--- config.mk ---
export PLATFORM = sky130hd
export DESIGN_NAME = v_line_timing
export DESIGN_NICKNAME = d
export VERILOG_FILES = /design/src/rtl/v_line_timing.sv
export SDC_FILE = /design/constraint.sdc
export NUM_CORES = 1
export LEC_CHECK = 0
export BUFFER_PORTS_ARGS = -buffer_cell sky130_fd_sc_hd__buf_4
export CORE_MARGIN = 4
export CORE_UTILIZATION = 63
export DETAILED_ROUTE_END_ITERATION = 8
export HOLD_SLACK_MARGIN = 0.15
export PLACE_DENSITY = 0.87
export SLEW_MARGIN = 10
export SYNTH_ARGS = -nofsm -noshare
export SYNTH_HDL_FRONTEND = slang
export SYNTH_SLANG_ARGS = --single-unit
--- constraint.sdc ---
create_clock -name clk -period 4.58 [get_ports clk]
set_clock_uncertainty 0.1 [all_clocks]
set_input_delay 0.458 -clock clk [delete_from_list [all_inputs] [get_ports clk]]
set_output_delay 0.458 -clock clk [all_outputs]
set_load 0.02 [all_outputs]
--- src/rtl/v_line_timing.sv ---
`default_nettype none
// +------------------------------------------------------------------------+
// | v_line_timing: vertical line counter / sync generator driven by H_SYNC |
// | Revision: 1.0                                                          |
// +------------------------------------------------------------------------+
module v_line_timing #(
  parameter int V_SYNC_LINES   = 2,
  parameter int V_BACK_LINES   = 33,
  parameter int V_ACTIVE_LINES = 480,
  parameter int V_FRONT_LINES  = 10,
  parameter int H_TIMEOUT      = 1023
) (
  input  logic       clk,
  input  logic       RESET,
  input  logic       H_SYNC,
  output logic       V_SYNC,
  output logic       V_ACTIVE,
  output logic [9:0] LINE,
  output logic [8:0] ROW,
  output logic       FRAME_START,
  output logic       H_LOCK
);

  localparam logic [9:0] c_back_start  = 10'(V_SYNC_LINES);
  localparam logic [9:0] c_act_start   = 10'(V_SYNC_LINES + V_BACK_LINES);
  localparam logic [9:0] c_front_start = 10'(V_SYNC_LINES + V_BACK_LINES + V_ACTIVE_LINES);
  localparam logic [9:0] c_last_line   =
    10'(V_SYNC_LINES + V_BACK_LINES + V_ACTIVE_LINES + V_FRONT_LINES - 1);
  localparam logic [9:0] c_idle_max    = 10'd1023;
  localparam logic [9:0] c_timeout     = 10'(H_TIMEOUT);

  typedef enum logic [1:0] {
    S_SYNC   = 2'd0,
    S_BACK   = 2'd1,
    S_ACTIVE = 2'd2,
    S_FRONT  = 2'd3
  } state_t;

  state_t     r_state;
  state_t     w_state_nxt;
  logic       r_h_q;
  logic [9:0] r_idle;
  logic       w_tick;
  logic [9:0] w_line_nxt;
  logic [9:0] w_idle_nxt;
  logic       w_lock_nxt;
  logic       w_vactive_nxt;
  logic [8:0] w_row_nxt;

  // A tick is the end of the sync pulse; all its effects land on this same edge.
  assign w_tick = H_SYNC & ~r_h_q;

  always_comb begin
    w_state_nxt   = r_state;
    w_line_nxt    = LINE;
    w_idle_nxt    = r_idle;
    w_lock_nxt    = H_LOCK;
    if (w_tick) begin
      w_line_nxt = (LINE >= c_last_line) ? 10'd0 : LINE + 10'd1;
      w_idle_nxt = 10'd0;
      w_lock_nxt = 1'b1;
      case (r_state)
        S_SYNC:   if (w_line_nxt == c_back_start)  w_state_nxt = S_BACK;
        S_BACK:   if (w_line_nxt == c_act_start)   w_state_nxt = S_ACTIVE;
        S_ACTIVE: if (w_line_nxt == c_front_start) w_state_nxt = S_FRONT;
        S_FRONT:  if (w_line_nxt == 10'd0)         w_state_nxt = S_SYNC;
        default:  w_state_nxt = S_SYNC;
      endcase
    end else begin
      if (r_idle != c_idle_max) w_idle_nxt = r_idle + 10'd1;
      if (w_idle_nxt >= c_timeout) w_lock_nxt = 1'b0;
    end
    // Losing lock blanks the picture but leaves the frame position intact.
    w_vactive_nxt = w_lock_nxt && (w_state_nxt == S_ACTIVE);
    w_row_nxt     = w_vactive_nxt ? 9'(w_line_nxt - c_act_start) : 9'd0;
  end

  always_ff @(posedge clk or negedge RESET) begin
    if (!RESET) r_state <= S_SYNC;
    else        r_state <= w_state_nxt;
  end

  always_ff @(posedge clk or negedge RESET) begin
    if (!RESET) begin
      r_h_q       <= 1'b1;
      r_idle      <= 10'd0;
      LINE        <= 10'd0;
      ROW         <= 9'd0;
      V_SYNC      <= 1'b0;
      V_ACTIVE    <= 1'b0;
      FRAME_START <= 1'b0;
      H_LOCK      <= 1'b0;
    end else begin
      r_h_q       <= H_SYNC;
      r_idle      <= w_idle_nxt;
      LINE        <= w_line_nxt;
      ROW         <= w_row_nxt;
      V_SYNC      <= (w_state_nxt != S_SYNC);
      V_ACTIVE    <= w_vactive_nxt;
      FRAME_START <= w_tick && (LINE >= c_last_line);
      H_LOCK      <= w_lock_nxt;
    end
  end

endmodule
`default_nettype wire

Word-level counts from Yosys, hierarchy flattened

Index checks and enable logic that the tools add are counted.

Add/sub/neg operators: 3
Order comparisons: 2
Equal/unequal tests: 8
Multiplexer cells: 14
Bitwise gates (word level): 2
Reduce and logical (&&, ||, !) cells: 5

Operators with widths:

| kind                                                               | number |
|---|---|
| 10-bit 2-to-1 mux                                                  | 5 |
| 10-bit by 1-bit adder with 10-bit output, second input constant    | 2 |
| 10-bit >= comparator, second input constant                        | 2 |
| 10-bit == test, second input constant                              | 1 |
| 10-bit by 2-bit == test with 1-bit output, second input constant   | 1 |
| 10-bit by 6-bit == test with 1-bit output, second input constant   | 1 |
| 10-bit logical NOT                                                 | 1 |
| 2-bit 2-to-1 mux                                                   | 5 |
| 10-bit != test, second input constant                              | 1 |
| 9-bit 2-to-1 mux                                                   | 1 |
| 9-bit by 6-bit subtractor with 9-bit output, second input constant | 1 |
| 2-bit case mux with 4 select lines                                 | 1 |
| 2-bit == test, second input constant                               | 3 |
| 2-bit by 1-bit == test with 1-bit output, second input constant    | 1 |
| 1-bit logical AND                                                  | 2 |
| 2-bit logical NOT                                                  | 1 |
| 1-bit 2-to-1 mux                                                   | 2 |
| 2-bit nonzero test                                                 | 1 |
| 1-bit bitwise AND                                                  | 1 |
| 1-bit NOT                                                          | 1 |

Bits in registers: 36
Input bits: 3
Logic and storage cells: 43

Logic depth before layout (Yosys ltp)

Depth after elaboration: 9
Depth in mapped cells: 12
Gate-level depth less buffers: 11

Worst setup path after synthesis

OpenSTA, ideal clock, no wires.

Path type: flip-flop to flip-flop
Start point: reg LINE[0]
End point: reg ROW[3]
Setup time: 65 ps
Arrival time: 2,433 ps
Setup slack: 1,982 ps
Cell stages (with the launch flop): 11
Buffers on the path: 1
Period minus slack after synthesis: 2,598 ps
Cells stage by stage: dfrtp_1 buf_2 inv_1 ha_1 nand3b_1 or4_1 nand3_1 a41oi_1 o22ai_2 nand3_4 o21ba_1

Cells in the longest elaborated chain, start to end: 9
Elaborated cells on any way between the ends: 18

Ends and longest elaborated chain:

| element                                                                          | line | RTL |
|---|---|---|
| from (decl)                                                                      | 18   | `output logic [9:0] LINE,` |
| from (signal assigned)                                                           | 96   | `LINE <= w_line_nxt;` |
| 10-bit by 1-bit adder with 10-bit output or 10-bit >= comparator (tied branches) | 59   | `w_line_nxt = (LINE >= c_last_line) ? 10'd0 : LINE + 10'd1;` |
| 10-bit 2-to-1 mux                                                                | 59   |  |
| 10-bit == test, or another cell as far along                                     | 65   | `S_ACTIVE: if (w_line_nxt == c_front_start) w_state_nxt = S_FRONT;` |
| 2-bit 2-to-1 mux (on tied branches)                                              | -    |  |
| 2-bit case mux with 4 select lines                                               | 62   | `case (r_state)` |
| 2-bit 2-to-1 mux                                                                 | 58   | `if (w_tick) begin` |
| 2-bit == test                                                                    | 74   | `w_vactive_nxt = w_lock_nxt && (w_state_nxt == S_ACTIVE);` |
| 1-bit logical AND                                                                | 74   |  |
| 9-bit 2-to-1 mux *                                                               | 75   | `w_row_nxt = w_vactive_nxt ? 9'(w_line_nxt - c_act_start) : 9'd0;` |
| net w_row_nxt[3]                                                                 | 48   | `logic [8:0] w_row_nxt;` |
| to (signal assigned)                                                             | 97   | `ROW <= w_row_nxt;` |
| to (decl)                                                                        | 19   | `output logic [8:0] ROW,` |

Mark *: on every way through the listed nets, which the timed path passes. The rest lies on a longest branch.

Worst setup path in the final report

Start point: reg LINE[3]
End point: reg ROW[8]

Elaborated cells on any way between the ends: 18

RTL lines:

| element                                     | line | RTL |
|---|---|---|
| 10-bit >= comparator                        | 59   |  |
| 10-bit 2-to-1 mux                           | 59   |  |
| 10-bit 2-to-1 mux                           | 58   |  |
| net w_line_nxt[0]                           | 44   | `logic [9:0] w_line_nxt;` |
| 9-bit by 6-bit subtractor with 9-bit output | 75   |  |
| 9-bit 2-to-1 mux                            | 75   |  |
| net w_row_nxt[8]                            | 48   |  |

The timed path passes the listed nets, and every way through them passes these cells.

==> summary.txt <==
Place
  – Placed wire-length estimate: 3.77 mm
  – Pre-CTS setup slack: 1.55 ns
  – Gp weighted congestion: 0.907
  – IO buf count: 25
  – Area post-placement: 0.00247 mm²

Cells and area
  – Footprint of the multi-input gates: 0.00127 mm²
  – Synth-to-Final Area Change: 12.0%
  – Register Area: 902 µm²
  – Nets: 282
  – Antenna cells: 0
  – Design Area, Final: 0.00258 mm²
  – Share of cells above drive strength 1: 17.8%
  – Filler cell count in the final layout: 271

Global route
  – Initial antenna violation count: 0
  – Gr ovfl total: 0
  – Vias in the first global route: 1807
  – Largest net degree at the start of global routing: 37
  – GRT Total Usage: 26.0%
  – First-pass GRT wire length: 8.91 mm

Clocking
  – CTS buffer count: 5
  – Worst-Skew Late Latency: 0.29 ns
  – Root buffer cell: clkbuf_8
  – Longest Clk Path Bufs: 2
  – Clock-pin slew on the worst setup and hold paths: 0.07 ns
  – Clock sink count: 36
  – H-tree lvl count: 2
  – CTS tree: built

Power and ir drop
  – Pwr/cell area: 419 mW/mm²
  – Maximum vdd drop: 0.319 mV
  – Lkg Pwr: 1.11 nW

Hold path
  – Hold_sp: H_SYNC
  – Hold WC Path Type: input port to register

STA
  – Final min period: 2.92 ns
  – RSZ-0062 raised after global routing: no
  – Slew @ Worst Pin: 0.935 ns
  – Total negative slack: 0 ns
  – Fin worst setup slack: 1.66 ns
  – Fin. max-slew vios: 0
  – Final Hold Fails: 0
  – Max-slew headroom: 37.5%
  – Period utilisation layout: 63.7%
  – Final setup viols: 0
  – Fmax: 0.343 GHz

Yosys
  – EDFF count, synth: 0
  – Synth warn: 0
  – Mean Syn Cell Area: 8.99 µm²
  – Adder-Cell Fraction of Synth Area: 2.17%
  – Post-synthesis sequential area ratio: 39.2%
  – Netlist Area Pre-Place: 0.00230 mm²
  – Post-Synth Simple-Gate Area: 27.0%
  – Top cells by area, synth: dfrtp_1 38%, nor2_1 4.7%, o21ai_0 3.5%, nand2_1 3.4%, nand3_1 2.4%
  – Unique masters post-synth: 65
  – Yosys top cell by area: dfrtp_1
  – Syn Inst Count: 256
  – Synthesized flop and latch total: 36
  – Ys async rst share: 100%
  – Post-synthesis compound-gate area fraction: 20.5%
  – Mux share of post-synthesis cell area: 2.17%
  – Largest family of logic cells by synthesized area: simple AND/OR/NAND/NOR gates
  – Net Count, Synth: 263
  – Area fraction of the dominant cell type after synthesis: 38.0%
  – Post-Synth XOR/XNOR Area: 3.42%
  – Main flop type after synthesis: dfrtp_1

Detailed routing
  – Final WL: 5.38 mm
  – Detailed router's first-iteration violation count: 206
  – DR vias/cell: 6.31
  – Via count: 2025
  – DRT Pass-1 Iters: 5
  – WL per Instance: 16.8 µm
  – Routed Antenna Nets: 0
  – Remaining DRCs: 0

Outcome
  – Status: finished, final reports clean

Worst setup path
  – Slowest-stage cell, CP: dfrtp_1
  – Critical path data required time: 4.66 ns
  – Buf+Inv Stages, Crit Path: 0
  – Crit Path Category: register to register
  – Top Family by Delay on Critical Path: compound AO/OA/AOI/OAI gates
  – Slowest stage delay, CP: 0.57 ns
  – Critical Path Start Type: register
  – Critical Path Fanout Max: 15
  – Most common cell on crit path: nor2_1
  – CP cell instances: a211oi_2, a21bo_2, nand2_1, o21ai_0, ha_1, a21oi_1, o31ai_1, nor2_1, o211ai_1, xor2_1, nor2_1
  – Critical Path AT: 3.00 ns
  – RR Startpoint: LINE[3]
  – Crit end category: register
  – Critical path launch point: LINE[3]

Die
  – Die area: 0.00469 mm²
  – Initial Util: 66.9%
  – Num rows: 21
  – Die Span X: 68.5 µm
  – Number of I/O pins: 26
  – Die Ht: 68.5 µm
  – Core Area: 0.00344 mm²

Flow run
  – Max_cap viols: 0
[registers in the layout (all words and copies together), names as in the netlist]
register     flops
r_h_q            1
r_idle          10
V_ACTIVE         1
FRAME_START      1
V_SYNC           1
r_state          2
LINE            10
ROW              9
H_LOCK           1
[cell usage after synthesis, types with 4 or more instances]
master and instances:
xor2_1 5, o31ai_1 4, xnor2_1 4, nor3_1 7, inv_1 12, nand2_1 21, nand2b_1 4, nand4_1 7
a21oi_1 9, nor2_1 29, ha_1 4, mux2i_1 5, a211oi_1 5, dfrtp_1 35, nand3_1 11, and3_1 4
buf_2 9, o21ai_0 16
[cell usage in the layout (no fill, tap or decap), types with 3 or more instances in the layout]
cell type,instances
nand3_1,11
nor2b_1,3
buf_4,26
nand4_1,7
nor3_1,7
a21oi_1,9
o21ai_0,16
a211oi_1,5
and3_1,4
inv_1,12
xor2_1,5
nand2_1,21
xnor2_1,4
or3_1,3
nand2b_1,4
o31ai_1,4
dfrtp_1,35
ha_1,4
clkbuf_8,7
mux2i_1,5
and4_1,3
nor2_1,29
[power by group]
part	internal [W]	switching (W)	total, W
sequential	0.000370	0.0000920	0.000462
combinational	0.000152	0.000219	0.000371
clock	0.000134	0.000112	0.000246
[cells by family after synthesis]
kind of cell,after synthesis
multiplexers,5
AND/OR/NAND/NOR,111
XOR/XNOR,9
buffers and inverters,27
adder cells (fa/ha/maj),4
flip-flops,36
AO/OA/AOI/OAI,64
[metal layers]
metal	wire (µm)	GRT usage (%)	part of all wire, %	vias to the layer above
li1	-	-	-	972
met1	2580	38.8	48	949
met2	2320	35.2	43	98
met3	434	7.06	8.1	6
met4	50	10.2	0.93	0
met5	0	0	0	-
[cell type report]
cell class	count	area share, %
inverters	12	1.75
repair buffers	27	7.96
flip-flops and latches	36	35.0
clock buffers	7	3.74
well taps	46	2.23
multi-input cells	193	49.3
[path summary, 6_finish.rpt]
path / to / slack (ns) / depth (start not counted)
setup / recovery: ROW[8] / 1.66 / 11
hold / removal: r_h_q / 0.19 / 1
setup reg to reg: ROW[8] / 1.66 / 11
hold reg to reg: r_idle[8] / 0.51 / 1
max in group asynchronous: r_h_q / 3.49 / 2
min in group asynchronous: r_idle[7] / 0.55 / 2
[metrics by stage]
stage | hold WS (ns) | cells | total power (W) | util [%]
global placement | 0.336 | 313 | 0.000815 | 71.8
detailed placement | 0.340 | 313 | 0.000832 | 71.8
floorplan | 0.0624 | 256 | 0.000712 | -
CTS | 0.184 | 321 | 0.00108 | 74.9
finish | 0.189 | 321 | 0.00108 | 74.9
global route | 0.178 | 321 | 0.00115 | 74.9
[repair_timing]
item                      4_1_cts  5_1_grt
hold buffers                    1        0
hold endpoints to repair       35        0
resized for setup               0        0
setup buffers                   0        0
Note: power is estimated with default switching activity, not from simulation.
